--- config.mk ---
export PLATFORM = sky130hd
export DESIGN_NAME = ascon_perm_ctrl
export DESIGN_NICKNAME = d
export VERILOG_FILES = /design/src/rtl/ascon_perm_ctrl.sv
export SDC_FILE = /design/constraint.sdc
export NUM_CORES = 1
export LEC_CHECK = 0
export ABC_AREA = 1
export ABC_CLOCK_PERIOD_IN_PS = 1300
export BUFFER_PORTS_ARGS = -buffer_cell sky130_fd_sc_hd__buf_2
export CORE_MARGIN = 10
export CORE_UTILIZATION = 25
export CTS_BUF_LIST = sky130_fd_sc_hd__clkbuf_16
export CTS_CLUSTER_SIZE = 20
export DETAILED_ROUTE_END_ITERATION = 7
export GPL_TIMING_DRIVEN = 0
export PLACE_DENSITY = 0.55
export SETUP_SLACK_MARGIN = 0.15
export SYNTH_ARGS = -nofsm -noshare
export SYNTH_HDL_FRONTEND = slang
export SYNTH_SLANG_ARGS = --single-unit
--- constraint.sdc ---
create_clock -name clock_i -period 1.3 [get_ports clock_i]
set_input_delay 0.13 -clock clock_i [delete_from_list [all_inputs] [get_ports clock_i]]
set_output_delay 0.13 -clock clock_i [all_outputs]
set_load 0.05 [all_outputs]
--- src/rtl/ascon_perm_ctrl.sv ---
// Round sequencer for the Ascon permutation datapath: runs p^a or p^b, drives round/enable/select.
// Optional abort input enabled by defining ASCON_PERM_ABORT_EN.
module ascon_perm_ctrl #(
    parameter int NB_ROUNDS_A = 12,
    parameter int NB_ROUNDS_B = 6
) (
    input  logic       clock_i,
    input  logic       reset_i,
    input  logic       start_i,
    input  logic       mode_i,
`ifdef ASCON_PERM_ABORT_EN
    input  logic       abort_i,
`endif
    output logic [3:0] round_o,
    output logic       enable_o,
    output logic       selectionp_o,
    output logic       busy_o,
    output logic       done_o
);

    generate
        if (NB_ROUNDS_A < 1 || NB_ROUNDS_A > 12) begin : g_bad_rounds_a
            $error("ascon_perm_ctrl: NB_ROUNDS_A must be within 1..12");
        end
        if (NB_ROUNDS_B < 1 || NB_ROUNDS_B > 12) begin : g_bad_rounds_b
            $error("ascon_perm_ctrl: NB_ROUNDS_B must be within 1..12");
        end
    endgenerate

    localparam logic [3:0] FIRST_A  = 4'(12 - NB_ROUNDS_A);
    localparam logic [3:0] FIRST_B  = 4'(12 - NB_ROUNDS_B);
    localparam logic [3:0] LAST_RND = 4'd11;

    typedef enum logic [1:0] {
        IDLE = 2'd0,
        RUN  = 2'd1,
        DONE = 2'd2
    } state_t;

    state_t     state_q;
    logic [3:0] rnd_q;
    logic [3:0] first_q;
    logic [3:0] first_sel;
    logic [3:0] rnd_next;
    logic       abort_w;

`ifdef ASCON_PERM_ABORT_EN
    assign abort_w = abort_i;
`else
    assign abort_w = 1'b0;
`endif

    // Starting round index for the requested permutation; only feeds registers.
    assign first_sel = mode_i ? FIRST_B : FIRST_A;
    assign rnd_next  = rnd_q + 4'd1;

    // Outputs are registered alongside the state, so each output reflects the state entered at the edge.
    always_ff @(posedge clock_i or posedge reset_i) begin
        if (reset_i) begin
            state_q      <= IDLE;
            rnd_q        <= 4'd0;
            first_q      <= 4'd0;
            round_o      <= 4'd0;
            enable_o     <= 1'b0;
            selectionp_o <= 1'b0;
            busy_o       <= 1'b0;
            done_o       <= 1'b0;
        end else begin
            case (state_q)
                IDLE: begin
                    if (start_i) begin
                        state_q      <= RUN;
                        rnd_q        <= first_sel;
                        first_q      <= first_sel;
                        round_o      <= first_sel;
                        enable_o     <= 1'b1;
                        selectionp_o <= 1'b0;
                        busy_o       <= 1'b1;
                        done_o       <= 1'b0;
                    end else begin
                        state_q      <= IDLE;
                        rnd_q        <= 4'd0;
                        first_q      <= 4'd0;
                        round_o      <= 4'd0;
                        enable_o     <= 1'b0;
                        selectionp_o <= 1'b0;
                        busy_o       <= 1'b0;
                        done_o       <= 1'b0;
                    end
                end

                RUN: begin
                    if (abort_w) begin
                        state_q      <= IDLE;
                        rnd_q        <= 4'd0;
                        first_q      <= 4'd0;
                        round_o      <= 4'd0;
                        enable_o     <= 1'b0;
                        selectionp_o <= 1'b0;
                        busy_o       <= 1'b0;
                        done_o       <= 1'b0;
                    end else if (rnd_q >= LAST_RND) begin
                        // Final round applied; hold round 11 and feedback select while done pulses.
                        state_q      <= DONE;
                        rnd_q        <= LAST_RND;
                        round_o      <= LAST_RND;
                        enable_o     <= 1'b0;
                        selectionp_o <= 1'b1;
                        busy_o       <= 1'b0;
                        done_o       <= 1'b1;
                    end else begin
                        state_q      <= RUN;
                        rnd_q        <= rnd_next;
                        round_o      <= rnd_next;
                        enable_o     <= 1'b1;
                        selectionp_o <= (rnd_next != first_q);
                        busy_o       <= 1'b1;
                        done_o       <= 1'b0;
                    end
                end

                DONE: begin
                    if (!abort_w && start_i) begin
                        // Back-to-back request: go straight into the next run.
                        state_q      <= RUN;
                        rnd_q        <= first_sel;
                        first_q      <= first_sel;
                        round_o      <= first_sel;
                        enable_o     <= 1'b1;
                        selectionp_o <= 1'b0;
                        busy_o       <= 1'b1;
                        done_o       <= 1'b0;
                    end else begin
                        state_q      <= IDLE;
                        rnd_q        <= 4'd0;
                        first_q      <= 4'd0;
                        round_o      <= 4'd0;
                        enable_o     <= 1'b0;
                        selectionp_o <= 1'b0;
                        busy_o       <= 1'b0;
                        done_o       <= 1'b0;
                    end
                end

                default: begin
                    state_q      <= IDLE;
                    rnd_q        <= 4'd0;
                    first_q      <= 4'd0;
                    round_o      <= 4'd0;
                    enable_o     <= 1'b0;
                    selectionp_o <= 1'b0;
                    busy_o       <= 1'b0;
                    done_o       <= 1'b0;
                end
            endcase
        end
    end

endmodule

Word level (Yosys, flattened, before mapping)
Cells that the tools add are included.
{"block": "op_classes", "addsub": 1, "magnitude_cmp": 1, "n_eq_ne": 3, "mux": 15, "n_reduce_logical": 2}
{"cell": "case mux 4 bit (2 select lines)", "n": 2}
{"cell": "2-to-1 mux 1 bit", "n": 7}
{"cell": "2-to-1 mux 3 bit", "n": 2}
{"cell": "adder 4 x 1 -> 4 bit (second input constant)", "n": 1}
{"cell": ">= comparator 4 bit (second input constant)", "n": 1}
{"cell": "2-to-1 mux 4 bit", "n": 1}
{"cell": "!= test 4 bit", "n": 1}
{"cell": "case mux 2 bit (2 select lines)", "n": 1}
{"cell": "== test 2 x 1 -> 1 bit (second input constant)", "n": 1}
{"cell": "== test 2 bit (second input constant)", "n": 1}
{"cell": "zero test 2 bit", "n": 1}
{"cell": "2-to-1 mux 2 bit", "n": 1}
{"cell": "case mux 1 bit (2 select lines)", "n": 1}
{"cell": "OR reduction 2 bit", "n": 1}
{"block": "totals", "reg_bits": 13, "in_bits": 4, "out_inout_bits": 8}

Depth between registers and ports, before layout
{"block": "logic_depth", "word_depth": 4, "depth_mapped": 7, "ltp_nobuf": 7}

Worst setup path before layout
No wires, ideal clock.
{"block": "synth_timing", "kind": "flip-flop to flip-flop", "start": "register rnd_q[0]", "end": "register selectionp_o", "setup_ns": 0.121, "arrival_ns": 1.338, "required_ns": 1.179, "path_slack_ns": -0.159, "stages_incl_launch_ff": 8, "n_path_buf": 0, "period_less_slack_ns": 1.459, "path_cell_list": "dfrtp_1 ha_1 inv_1 nand2_4 nand2_2 nand2_1 nor2_1 a21oi_2"}
{"block": "synth_via", "elab_chain_len": 4}
{"element": "start, declared", "line_no": "41", "rtl": "logic [3:0] rnd_q;"}
{"element": "start signal, assigned", "line_no": "73", "rtl": "rnd_q <= first_sel;"}
{"element": "start signal, assigned", "line_no": "113", "rtl": "rnd_q <= rnd_next;"}
{"element": "start signal, assigned", "line_no": "126", "rtl": "rnd_q <= first_sel;"}
{"element": "adder 4 x 1 -> 4 bit", "line_no": "55", "rtl": "assign rnd_next = rnd_q + 4'd1;"}
{"element": "!= test 4 bit", "line_no": "116", "rtl": "selectionp_o <= (rnd_next != first_q);"}
{"element": "2-to-1 mux 1 bit (*)", "line_no": "102", "rtl": "end else if (rnd_q >= LAST_RND) begin"}
{"element": "2-to-1 mux 1 bit (*)"}
{"element": "end signal, assigned", "line_no": "116"}
{"element": "end, declared", "line_no": "16", "rtl": "output logic selectionp_o,"}
Mark *: on every way between the ends. The rest lies on a longest branch, timed or not.
A chain may end at the register's enable or synchronous reset.

Worst setup path in the final report
Ends and elaborated chain as after synthesis.

==> key figures <==
Route
  • Top Layer Used: met3
  • Met2 WL: ~390 um
  • DR DRC count: 0
  • Initial drt markers: 5
  • DRT met1 WL: 364 um
  • Drt first pass iters: 4
  • Wire length on met3: 109 um
  • Routed len/inst: 10.9 um
  • Vias/cell: approximately 4.2
  • Via count: around 330
  • Final wirelength: roughly 870 um
  • Post-route ant nets: 0

Die
  • Die width: between 50 and 60 um
  • Row cnt: 14
  • Die area: between 0.003 and 0.004 mm2
  • Core Box Area: roughly 0.0015 mm2
  • Starting Density: 0.264
  • I/O pin total: 12
  • Die Y: between 50 and 60 um

Logic synthesis
  • Post-Syn Area: between 300 and 400 um2
  • Gate Count Post-Synth: 47
  • Post-synth EDFFs: 0
  • Net count after synthesis: 52
  • Sequential area share after synthesis: 0.503
  • Top-count cell post-synth: nand2_1
  • Commonest cells in the synthesized netlist: 12 x nand2_1, 8 x dfrtp_1, 7 x inv_1
  • Area leader, netlist: dfrtp_1
  • Yosys reg bits: 8
  • Synth Flop Type: dfrtp_1
  • Mean Syn Cell Area: 8.47 um2
  • Share of the synthesized area in the top cell type: 0.503
  • Async set or reset register ratio after synthesis: 1.00
  • Synth warnings: 0
  • Synth cell types: 16
  • Top cells by area, synth: dfrtp_1 50%, nand2_1 11%, inv_1 6.6%

Worst setup path
  • CP Capture Type: flop
  • Data arrival time of the worst path: around 1300 ps
  • CP max FO: 4
  • Crit Path Class: flop to flop
  • Worst Path Required: 1410 ps
  • Startpoint Class: flop

Outcome
  • Status: finished clean

Clock network
  • Clock slew at reported path FFs: roughly 40 ps
  • Htree depth: 1
  • Clock Tree Root: clkbuf_16
  • Clk_lat worst skew: 230 ps
  • Clock sinks: 8
  • Clock buffer depth: 2
  • TritonCTS Buffers: 3
  • CTS tree: done

STA
  • Tmin final: ~1200 ps
  • Final Max Slew Viols: 0
  • Max transition margin: 0.793
  • RSZ-0062 raised after global routing: yes
  • Slew @ Worst Pin: between 300 and 400 ps
  • Final setup viols: 0
  • Final setup margin: roughly 150 ps
  • Final worst-path cycle share: 0.885
  • Final Skew: about 0.8 ps
  • Max Freq: ~870 MHz
  • Setup TNS: 0 ps
  • Final Hold Fails: 0

Finish
  • Utilization after layout: 0.394
  • Layout cells sized above 1: 0.524
  • Number of diodes: 0
  • # nets final: 70
  • Syn-to-layout area delta: 49.1%

Worst hold path
  • HP Class: input pin to flop

Run
  • Max Cap Violations: 0

Global route
  • Global route overflow: 0
  • First-pass GRT wire length: between 1.5 and 2 mm
  • Largest net degree at the start of global routing: 9
  • Number of global-route vias before repair: between 300 and 400
  • Initial antenna violation count: 0
  • All-layer global routing usage: 0.0568

Placement
  • GPL Wtd Cong: roughly 0.74
  • Dpl ws: 124 ps
  • PortBufs: 11
## cell type report
| cell class | count | area, um2 |
|---|---|---|
| plain buffers | 1 | 7.51 |
| clock buffers | 3 | 75.1 |
| fillers | 156 | 913 |
| inverters | 8 | 30.0 |
| multi-input cells | 30 | 183 |
| flip-flops and latches | 8 | 205 |
| well taps | 16 | 20.0 |
| repair buffers | 13 | 72.6 |
## layout by cell type, fill, tap and decap left out, drive strengths merged
master	instances
a21oi	3
nand4	1
inv	8
ha	1
dfrtp	8
o21ai	1
dlygate4sd3	1
clkbuf	3
nand3b	1
nand3	3
buf	13
nor2	3
nand2	17
## state kept, by name, indices dropped and copies added, names as in the netlist
signal,count
rnd_q,4
state_q,2
first_q,1
selectionp_o,1
## stage by stage
stage          cells  hold WS, ps  area (um2)
5_1_grt           79          128         593
2_1_floorplan     47        -54.6         423
4_1_cts           79          115         591
3_3_place_gp      74         87.7         498
6_report          79          118         593
3_5_place_dp      74         92.3         498
## worst paths after layout
kind,from,end,slack [ps],cells after the start
min in group asynchronous,reset_i,selectionp_o$_DFF_PP0_,390,3
min,start_i,state_q[0]$_DFF_PP0_,120,3
max reg2reg,rnd_q[0]$_DFF_PP0_,selectionp_o$_DFF_PP0_,150,5
max in group asynchronous,reset_i,rnd_q[1]$_DFF_PP0_,660,3
max,rnd_q[0]$_DFF_PP0_,selectionp_o$_DFF_PP0_,150,5
min reg2reg,first_q[1]$_DFFE_PP0N_,first_q[1]$_DFFE_PP0N_,500,2
## layer usage
layer  global-route usage  vias to the layer above
met4                    0                        0
met5                    0                        -
met1               0.0721                      149
met2               0.0750                        9
li1                     -                      175
met3               0.0487                        0
## cell families (layout without fill, tap and decap cells)
group	count (synthesis)	count (layout)	share of synthesized area
DFF	8	8	0.503
and+or+nand+nor	25	25	0.311
buffers and inverters	9	25	0.0943
adders and majority gates	1	1	0.0314
AOI/OAI and AO/OA	4	4	0.0597
## timing repair
| item | 4_1_cts | 5_1_grt |
|---|---|---|
| hold buffers | 1 | 0 |
| resized for setup | 0 | 1 |
| endpoints found under the setup margin | 1 | 2 |
| hold endpoints to repair | 8 | 0 |
| buffers inserted | 1 | 0 |
## critical path, stage by stage (launching register included)
cell	delay [ps]
dfrtp_2	430
ha_4	280
nand2_1	40
nand3b_1	160
nand2_2	70
a21oi_2	50
Power is not shown: default switching activity piles up to over one toggle a cycle in this logic, so the estimate is an artifact.
